==> src/rtl/inst_decode_pipe.sv <==
// inst_decode_pipe: handshaked RV32I decoder with a 1- or 2-stage pipeline and flush
// Ports: iClk, iRst (async, active-high); input side iValid/oReady/iInst/iCurPc;
//   iFlush discards everything in flight; output side oValid/iReady with decoded
//   oOpcode, oRs1Addr, oRs2Addr, oRdAddr, oFunct3, oFunct7, oImm, oCurPc, oIllegal.
// Macro INST_DECODE_ILLEGAL_CHECK_EN builds the illegal-encoding check; without it
//   oIllegal is 0 and only unknown opcodes get their fields zeroed.
module inst_decode_pipe #(
  parameter int XLEN   = 32,
  parameter int STAGES = 2
) (
  input  logic            iClk,
  input  logic            iRst,
  input  logic            iValid,
  output logic            oReady,
  input  logic [31:0]     iInst,
  input  logic [XLEN-1:0] iCurPc,
  input  logic            iFlush,
  output logic            oValid,
  input  logic            iReady,
  output logic [6:0]      oOpcode,
  output logic [4:0]      oRs1Addr,
  output logic [4:0]      oRs2Addr,
  output logic [4:0]      oRdAddr,
  output logic [2:0]      oFunct3,
  output logic [6:0]      oFunct7,
  output logic [XLEN-1:0] oImm,
  output logic [XLEN-1:0] oCurPc,
  output logic            oIllegal
);
  typedef struct packed {
    logic [6:0]      op;
    logic [4:0]      rs1;
    logic [4:0]      rs2;
    logic [4:0]      rd;
    logic [2:0]      f3;
    logic [6:0]      f7;
    logic [XLEN-1:0] imm;
    logic [XLEN-1:0] pc;
    logic            ill;
  } dec_t;
  logic [31:0] di;
  logic [XLEN-1:0] dpc;
  logic dv;
  logic [6:0] op, f7;
  logic [2:0] f3;
  logic is_ld, is_imm, is_jalr, is_st, is_br, is_op, is_u, is_jal, is_sys;
  logic known, bad, ok, ill, shift;
  logic signed [11:0] si, ss;
  logic signed [12:0] sb;
  logic signed [20:0] sj;
  logic signed [31:0] su;
  logic [XLEN-1:0] imm_i, imm_s, imm_b, imm_u, imm_j;
  dec_t d, r;
  logic v1, take;
  assign op = di[6:0];
  assign f3 = di[14:12];
  assign f7 = di[31:25];
  assign is_ld   = op == 7'h03;
  assign is_imm  = op == 7'h13;
  assign is_jalr = op == 7'h67;
  assign is_st   = op == 7'h23;
  assign is_br   = op == 7'h63;
  assign is_op   = op == 7'h33;
  assign is_u    = op == 7'h37 || op == 7'h17;
  assign is_jal  = op == 7'h6f;
  assign is_sys  = op == 7'h0f || op == 7'h73;
  assign known = is_ld || is_imm || is_jalr || is_st || is_br || is_op || is_u || is_jal || is_sys;
  assign shift = is_imm && (f3 == 3'd1 || f3 == 3'd5);
`ifdef INST_DECODE_ILLEGAL_CHECK_EN
  logic fbad;
  assign fbad = (is_ld && (f3 == 3'd3 || f3 > 3'd5)) ||
                (is_st && f3 > 3'd2) ||
                (is_br && f3[2:1] == 2'b01) ||
                (is_jalr && f3 != 3'd0) ||
                (is_op && ((f7 != 7'h00 && f7 != 7'h20) || (f7 == 7'h20 && f3 != 3'd0 && f3 != 3'd5))) ||
                (is_imm && ((f3 == 3'd1 && f7 != 7'h00) || (f3 == 3'd5 && f7 != 7'h00 && f7 != 7'h20)));
  assign bad = !known || fbad;
  assign ill = bad;
`else
  assign bad = !known;
  assign ill = 1'b0;
`endif
  assign ok = !bad;
  // Signed locals so the width casts below sign-extend to XLEN
  assign si = di[31:20];
  assign ss = {di[31:25], di[11:7]};
  assign sb = {di[31], di[7], di[30:25], di[11:8], 1'b0};
  assign sj = {di[31], di[19:12], di[20], di[30:21], 1'b0};
  assign su = {di[31:12], 12'b0};
  assign imm_i = XLEN'(si);
  assign imm_s = XLEN'(ss);
  assign imm_b = XLEN'(sb);
  assign imm_j = XLEN'(sj);
  assign imm_u = XLEN'(su);
  always_comb begin
    d.op  = op;
    d.pc  = dpc;
    d.ill = ill;
    d.rs1 = ok && (is_ld || is_imm || is_jalr || is_st || is_br || is_op) ? di[19:15] : 5'd0;
    d.rs2 = ok && (is_st || is_br || is_op) ? di[24:20] : 5'd0;
    d.rd  = ok && !(is_st || is_br) ? di[11:7] : 5'd0;
    d.f3  = ok && !(is_u || is_jal) ? f3 : 3'd0;
    d.f7  = ok && (is_op || shift) ? f7 : 7'd0;
    d.imm = !ok ? '0 :
            (is_ld || is_imm || is_jalr) ? imm_i :
            is_st ? imm_s : is_br ? imm_b : is_u ? imm_u : is_jal ? imm_j : '0;
  end
  // Output stage loads when empty or its content leaves this cycle
  assign take = !v1 || iReady;
  generate
    if (STAGES == 2) begin : g_two
      logic v0;
      logic [31:0] inst0;
      logic [XLEN-1:0] pc0;
      always_ff @(posedge iClk or posedge iRst) begin
        if (iRst) begin
          v0    <= 1'b0;
          inst0 <= '0;
          pc0   <= '0;
        end else begin
          if (oReady && iValid && !iFlush) begin
            inst0 <= iInst;
            pc0   <= iCurPc;
          end
          v0 <= !iFlush && (oReady ? iValid : v0);
        end
      end
      assign oReady = !v0 || take;
      assign di  = inst0;
      assign dpc = pc0;
      assign dv  = v0;
    end else begin : g_one
      assign oReady = take;
      assign di  = iInst;
      assign dpc = iCurPc;
      assign dv  = iValid;
    end
  endgenerate
  always_ff @(posedge iClk or posedge iRst) begin
    if (iRst) begin
      v1 <= 1'b0;
      r  <= '0;
    end else begin
      if (take && dv && !iFlush) r <= d;
      v1 <= !iFlush && (take ? dv : v1);
    end
  end
  assign oValid   = v1;
  assign oOpcode  = r.op;
  assign oRs1Addr = r.rs1;
  assign oRs2Addr = r.rs2;
  assign oRdAddr  = r.rd;
  assign oFunct3  = r.f3;
  assign oFunct7  = r.f7;
  assign oImm     = r.imm;
  assign oCurPc   = r.pc;
  assign oIllegal = r.ill;
endmodule

==> config.mk <==
export PLATFORM = sky130hd
export DESIGN_NAME = inst_decode_pipe
export DESIGN_NICKNAME = d
export VERILOG_FILES = /design/src/rtl/inst_decode_pipe.sv
export SDC_FILE = /design/constraint.sdc
export NUM_CORES = 1
export LEC_CHECK = 0
export ABC_AREA = 1
export CELL_PAD_IN_SITES_DETAIL_PLACEMENT = 0
export CELL_PAD_IN_SITES_GLOBAL_PLACEMENT = 1
export CORE_MARGIN = 2
export CORE_UTILIZATION = 40
export CTS_CLUSTER_SIZE = 20
export DETAILED_ROUTE_END_ITERATION = 12
export MAX_ROUTING_LAYER = met4
export PLACE_DENSITY = 0.92
export SYNTH_ARGS = -nofsm -noshare
export SYNTH_HDL_FRONTEND = slang
export SYNTH_SLANG_ARGS = --single-unit
==> constraint.sdc <==
create_clock -name iClk -period 12.3 [get_ports iClk]
set_clock_uncertainty 0.05 [all_clocks]
set_input_delay 1.23 -clock iClk [delete_from_list [all_inputs] [get_ports iClk]]
set_output_delay 1.23 -clock iClk [all_outputs]
set_load 0.01 [all_outputs]
# --- After elaboration in Yosys (flattened, before gate mapping) ---
# Index checks and enable logic that the tools add are counted.
classes:
  eq_ne: 13
  n_mux: 13
  n_reduce_logical: 34
op_table:
  columns: ["op", "count"]
  rows:
  - ["$mux W32", 6]
  - ["$eq A7 B7 Y1 const B", 4]
  - ["$eq A7 B6 Y1 const B", 3]
  - ["$logic_or A1 B1 Y1", 17]
  - ["$mux W5", 3]
  - ["$eq A7 B5 Y1 const B", 2]
  - ["$logic_and A1 B1 Y1", 12]
  - ["$eq A7 B2 Y1 const B", 1]
  - ["$eq A7 B4 Y1 const B", 1]
  - ["$mux W7", 1]
  - ["$logic_not A1 Y1", 5]
  - ["$eq A3 B1 Y1 const B", 1]
  - ["$eq A3 B3 Y1 const B", 1]
  - ["$mux W3", 1]
  - ["$mux W1", 2]
word_totals:
  regBits: 162
  inputBits: 69
  output_inout_bits: 99
  elab_cells: 72

# --- Depth between registers and ports, before layout ---
# Gate-level depths: netlist (run 1).
logic_depth:
  word_depth: 11
  ltp_mapped: 10
  depth_no_buf: 9

# --- Least setup slack after synthesis (run 1) ---
# OpenSTA, ideal clock, no wires.
synth_path:
  path_type: "input port to output port"
  startpoint: "input port iReady"
  endpoint: "output port oReady"
  arrival_ns: 1.461
  required_time_ns: 11.020
  setup_slack_ns: 9.559
  cell_stages: 2
  path_buffers: 0
  path_cell_list: "nor2_1 > nand2_1"
synth_between:
  elab_chain_cells: 2
synth_lines:
  columns: ["item", "line_no", "rtl"]
  rows:
  - ["start: declaration", "19", "input logic iReady,"]
  - ["$logic_or A1 B1 Y1", "109", "assign take = !v1 || iReady;"]
  - ["$logic_or A1 B1 Y1", "128", "assign oReady = !v0 || take;"]
  - ["end: declaration", "14", "output logic oReady,"]
# Every way passes these cells.

# --- Worst setup path after layout (run 1) ---
# Same ends and word-level chain as after synthesis.

==> results of run 1 <==
==> flip-flops by register name, indices dropped and copies added (netlist names) <==
register / flops
di: 32
dpc: 32
oCurPc: 32
oImm: 32
oFunct7: 7
oOpcode: 7
oRdAddr: 5
oRs1Addr: 5
oRs2Addr: 5
oFunct3: 3
dv: 1
oValid: 1
==> worst max path at each step <==
stage	slack, ns	end	from
2_1_floorplan	6.64	di[0]$_DFFE_PP0P_	iRst
5_1_grt	8.41	oReady	iReady
3_5_place_dp	8.52	oReady	iReady
4_1_cts	8.50	oReady	iReady
3_3_place_gp	8.50	oReady	iReady
6_report	8.53	oReady	iReady
==> final cells by class <==
class	count	area [µm²]	share of cell area
Clock inverter	7	95.1	0.0104
Sequential cell	162	4050	0.442
Multi-Input combinational cell	483	2330	0.254
Inverter	58	223	0.0243
Tap cell	220	275	0.0300
Clock buffer	25	515	0.0562
Timing Repair Buffer	168	1680	0.183
==> metal layers <==
layer | vias to the layer above | GRT usage
met5 | - | -
met4 | 0 | 0.0579
met3 | 12 | 0.0597
met2 | 150 | 0.296
met1 | 2541 | 0.264
li1 | 2623 | -
==> cell usage in the layout (no fill, tap or decap), types with 2 or more instances in the layout <==
cell,n
buf_4,2
nor2_4,4
clkbuf_16,17
mux2_2,30
inv_2,6
nand2_1,255
clkbuf_8,6
dfrtp_1,162
nand2_2,5
clkbuf_1,2
inv_6,2
inv_1,51
clkinv_2,2
bufinv_16,2
clkdlybuf4s50_1,166
o31ai_1,5
o21ai_0,39
nor2_1,55
a21oi_1,36
nand3_1,39
nand2_4,7
==> power by group through the flow <==
stage | Clock (mW) | Sequential [mW] | Combinational [mW]
after floorplan | 0 | 0.672 | 0.115
after global placement | 0 | 0.657 | 0.271
after detailed placement | 0 | 0.657 | 0.276
after CTS | 0.551 | 0.650 | 0.277
after global routing | 0.575 | 0.659 | 0.302
final | 0.539 | 0.649 | 0.273
==> critical path, delay by kind of cell <==
family                 cells  cell delay [ns]
buffers and inverters      2             0.93
AND/OR/NAND/NOR            2             0.33
==> stage by stage <==
step                std cells  setup slack, ns
floorplan                 739             6.64
global placement         1091             8.50
detailed placement       1091             8.52
CTS                      1123             8.50
global route             1123             8.41
finish                   1123             8.53
==> cell families after synthesis <==
| kind of cell | count (synthesis) | share of synthesized area |
|---|---|---|
| compound gates | 82 | 0.0635 |
| flops | 162 | 0.598 |
| mux | 30 | 0.0499 |
| other cells | 1 | 0.000554 |
| buf+inv | 94 | 0.0604 |
| simple gates | 370 | 0.227 |
==> qor.yml, run 1 <==
synth_ff_type: "dfrtp_1"
hold_depth: 2
synth_common_cells: "nand2_1, dfrtp_1, nor2_1, inv_1"
top_layer: "met4"
crit_fanout: 3
setup_viol: 0
synth.most_common_cell: "nand2_1"
ys_types: 26
end_kind: "output port"
vias: 5326
clockPowerShare: 0.369
p_sw_frac: 0.262
port_buffers: 166
cts-resized-gates: 0
ff2ff_path_depth: 6
routed-wl-met3_um: 1130
path_cells: "clkdlybuf4s50_1 > nor2_1 > nand2_1 > clkdlybuf4s50_1"
vdd.ir_drop.worst_mv: 0.0879
path_clk_slew_ns: 0.06
core_area_um2: 16600
rows: 47
die_x_um: 134
drtIter0Drc: 344
synth-async-reset-ratio: 1.00
cts-htree-levels: 4
insertion_delay_ns: 0.42
cap_violations: 0
numCtsBuffers: 17
gr-usage-all-layers: 0.198
p_per_area_nw_per_um2: 159
min_period_ns: 3.77
critPathSlowestCell: "clkdlybuf4s50_1"
synth_seq_cells: 162
syn-instance-count: 739
wl_per_cell_um: 14.6
synth_top_cell_by_area: "dfrtp_1"
grt_antenna_before_repair: 0
grt_setup_unrepaired: "no"
gp_congestion: 0.797
hold_path_class: "flop to flop"
hold_violations: 0
power_mw: 1.46
area_growth_pct: 35.3
wirelength_um: 16400
grt.overflow.total: 0
ant_nets: 0
slew_violations: 0
start_util: 0.408
rrSetupSlack_ns: 9.97
hold_end: "oCurPc[16]$_DFFE_PP0P_"
final_area_um2: 9170
power.internal_mw: 1.08
post-route-util: 0.553
yosysWarnings: 0
dp_hpwl_um: 10900
synth_nets: 808
cts_max_path_buffers: 2
slew_headroom: 0.255
firstDrtPassIters: 4
holdWs_ns: 0.415
fmax_ghz: 0.266
n_antenna_cell: 0
tns_ns: 0
grt_pass1_vias: 5342
synth.top_cell.area_share: 0.598
io_pins: 168
worst_slew_pin_slew_ns: 1.12
die_area_um2: 18000
fin_nets: 959
ctsHoldBuffers: 0
status: "finished, final reports clean"
startpoint_type: "input port"
placed_area_um2: 8550
synth_edf_count: 0
die_y_um: 134
yosysSeqAreaShare: 0.598
critPathMaxStageDelay_ns: 0.53
worstHoldStart: "dpc[16]$_DFFE_PP0P_"
critPathKind: "input port to output port"
fin_crit_sh: 0.306
r2r_end: "oImm[31]$_DFFE_PP0P_"
clock-root-buffer: "clkbuf_16"
netlist_area_um2: 6770
avgViaCountPerCell: 4.74
clock-sinks: 162
critPathRequiredTime_ns: 11.02
reg2reg_from: "dv$_DFF_PP0_"
p_leak_nw: 4.50
comb_power_share: 0.186
grt_max_degree: 112
synth_area_leaders: "dfrtp_1, nand2_1, mux2_2"
cp_common_cell: "clkdlybuf4s50_1"
grt_pass1_wl_um: 27100
syn_area_per_cell_um2: 9.17
wl_met2_um: 7510
seqPwrFrac: 0.444
p_switching_mw: 0.382
fillerInstances: 1550
cts_tree: "built"
cts_setup_buffers: 0
drive_above_1_share: 0.0986
met1Wirelength_um: 7570
crit_arrival_ns: 2.49
drc: 0
(Power assumes the default switching activity.)
==> inputs of run 2 (changes only) <==
--- a/config.mk
+++ b/config.mk
@@ -9,11 +9,11 @@
 export CELL_PAD_IN_SITES_DETAIL_PLACEMENT = 0
 export CELL_PAD_IN_SITES_GLOBAL_PLACEMENT = 1
 export CORE_MARGIN = 2
-export CORE_UTILIZATION = 40
+export CORE_UTILIZATION = 33
 export CTS_CLUSTER_SIZE = 20
 export DETAILED_ROUTE_END_ITERATION = 12
 export MAX_ROUTING_LAYER = met4
-export PLACE_DENSITY = 0.92
+export PLACE_DENSITY = 0.82
 export SYNTH_ARGS = -nofsm -noshare
 export SYNTH_HDL_FRONTEND = slang
 export SYNTH_SLANG_ARGS = --single-unit
==> constraint.sdc (replaced) <==
create_clock -name iClk -period 3.05 [get_ports iClk]
set_clock_uncertainty 0.05 [all_clocks]
set_input_delay 0.305 -clock iClk [delete_from_list [all_inputs] [get_ports iClk]]
set_output_delay 0.305 -clock iClk [all_outputs]
set_load 0.01 [all_outputs]
==> run 2 against run 1 <==
Count of clock-buffer cells in the layout down 7. Sequential power rose to 4.1 times the previous value. Critical path depth did not move. Flip-flop and latch count stayed put. Utilization is 9.1 points lower. Global-route usage fell by 2.7 points. Setup slack lost 7.5 ns. Power increased to 4.0 times the previous value. Critical path type is now flop to output port.
==> qor.yml, run 2 (synthesized netlist as in run 1, its figures left out) <==
grt_setup_unrepaired: "no"
insertion_delay_ns: 0.41
path_cells: "inv_1 > nor2_1 > nand2_1 > clkdlybuf4s50_1"
fmax_ghz: 0.500
min_period_ns: 2.00
rows: 52
p_leak_nw: 4.53
hold_violations: 0
numCtsBuffers: 17
drc: 0
clock-sinks: 162
cap_violations: 0
end_kind: "output port"
gr-usage-all-layers: 0.172
setup_slack_ns: 1.05
cts_setup_buffers: 0
placed_area_um2: 8730
vdd.ir_drop.worst_mv: 0.367
critPathRequiredTime_ns: 2.69
tns_ns: 0
fin_nets: 966
dp_hpwl_um: 12200
die_area_um2: 21700
ant_nets: 0
crit_arrival_ns: 1.64
cts-resized-gates: 0
cts-htree-levels: 4
setup_viol: 0
worst_slew_pin_slew_ns: 0.624
drive_above_1_share: 0.104
cts_tree: "built"
start_util: 0.336
pre_cts_ws_ns: 0.912
final_area_um2: 9300
firstDrtPassIters: 4
grt_pass1_vias: 5385
startpoint_type: "flop"
io_pins: 168
reg2reg_from: "di[1]$_DFFE_PP0P_"
fin_crit_sh: 0.655
slew_headroom: 0.583
gp_congestion: 0.764
final_common_cell: "nand2_1"
wirelength_um: 17300
critPathKind: "flop to output port"
path_delay_family: "buffers and inverters"
clock-root-buffer: "clkbuf_16"
ctsHoldBuffers: 0
status: "finished, final reports clean"
avgViaCountPerCell: 4.50
crit_buf_inv: 2
layout_common_cells: "nand2_1, clkdlybuf4s50_1, dfrtp_1"
drtIter0Drc: 248
grt.overflow.total: 0
holdWs_ns: 0.317
p_per_area_nw_per_um2: 628
cts_max_path_buffers: 2
core_area_um2: 20200
path_clk_slew_ns: 0.06
area_growth_pct: 37.3
critPathSlowestCell: "clkdlybuf4s50_1"
wl_per_cell_um: 14.7
grt_max_degree: 100
critPathMaxStageDelay_ns: 0.61
port_buffers: 166
die_x_um: 147
slew_violations: 0
vias: 5302
grt_antenna_before_repair: 1
grt_pass1_wl_um: 28500
ff2ff_path_depth: 8
crit_fanout: 3
hold_path_class: "input port to async pin"
rrSetupSlack_ns: 1.24
r2r_end: "oRdAddr[4]$_DFFE_PP0P_"
die_y_um: 147
==> run 2: changes by cell type in the layout (fill, tap and decap cells not counted), sizes merged <==
cell and change:
buf +7, clkbuf -7, clkinv +3, bufinv +1, clkinvlp +1, diode +1, inv -1
==> run 2: worst register-to-register path: stages, from the launching register on <==
cell and delay [ns]:
dfrtp_1 0.39, nand2_2 0.16, nor2_4 0.09, nand2_2 0.22, nand2_1 0.16, nor2_4 0.24
nand2_4 0.20, nand3_1 0.14, nand2_1 0.06
==> run 2: worst max-delay path by stage <==
stage	to	start	depth (start not counted)	slack, ns
finish	oReady	oValid$_DFF_PP0_	4	1.05
global placement	di[8]$_DFFE_PP0P_	iReady	6	0.94
detailed placement	dpc[29]$_DFFE_PP0P_	iReady	6	0.91
global route	oReady	oValid$_DFF_PP0_	4	0.92
CTS	oReady	oValid$_DFF_PP0_	4	1.00
floorplan	di[0]$_DFFE_PP0P_	iRst	1	0.64
==> run 2: final cells by class <==
class                           count  area [µm²]
Fill cell                        1971       10900
Sequential cell                   162        4050
Multi-Input combinational cell    483        2330
Timing Repair Buffer              175        1790
Clock buffer                       18         429
Tap cell                          270         338
Inverter                           58         221
Clock inverter                     11         140
Antenna cell                        1        2.50
==> run 2: report_power, final <==
group | internal (mW) | switching (mW)
logic | 0.576 | 0.539
clock network | 1.27 | 0.833
registers | 2.45 | 0.177
==> run 2: through the flow <==
stage | utilization | power (mW) | cells
finish | 0.461 | 5.84 | 1178
global route | 0.461 | 6.16 | 1178
CTS | 0.461 | 5.94 | 1177
detailed placement | 0.433 | 3.79 | 1148
global placement | 0.433 | 3.78 | 1148
floorplan | - | 3.17 | 739
==> run 2: metal layers <==
| metal | GRT usage | vias up | routed length [µm] |
|---|---|---|---|
| met1 | 0.227 | 2502 | 8050 |
| li1 | - | 2643 | - |
| met5 | - | - | 0 |
| met3 | 0.0640 | 12 | 1360 |
| met2 | 0.250 | 145 | 7730 |
| met4 | 0.0452 | 0 | 191 |
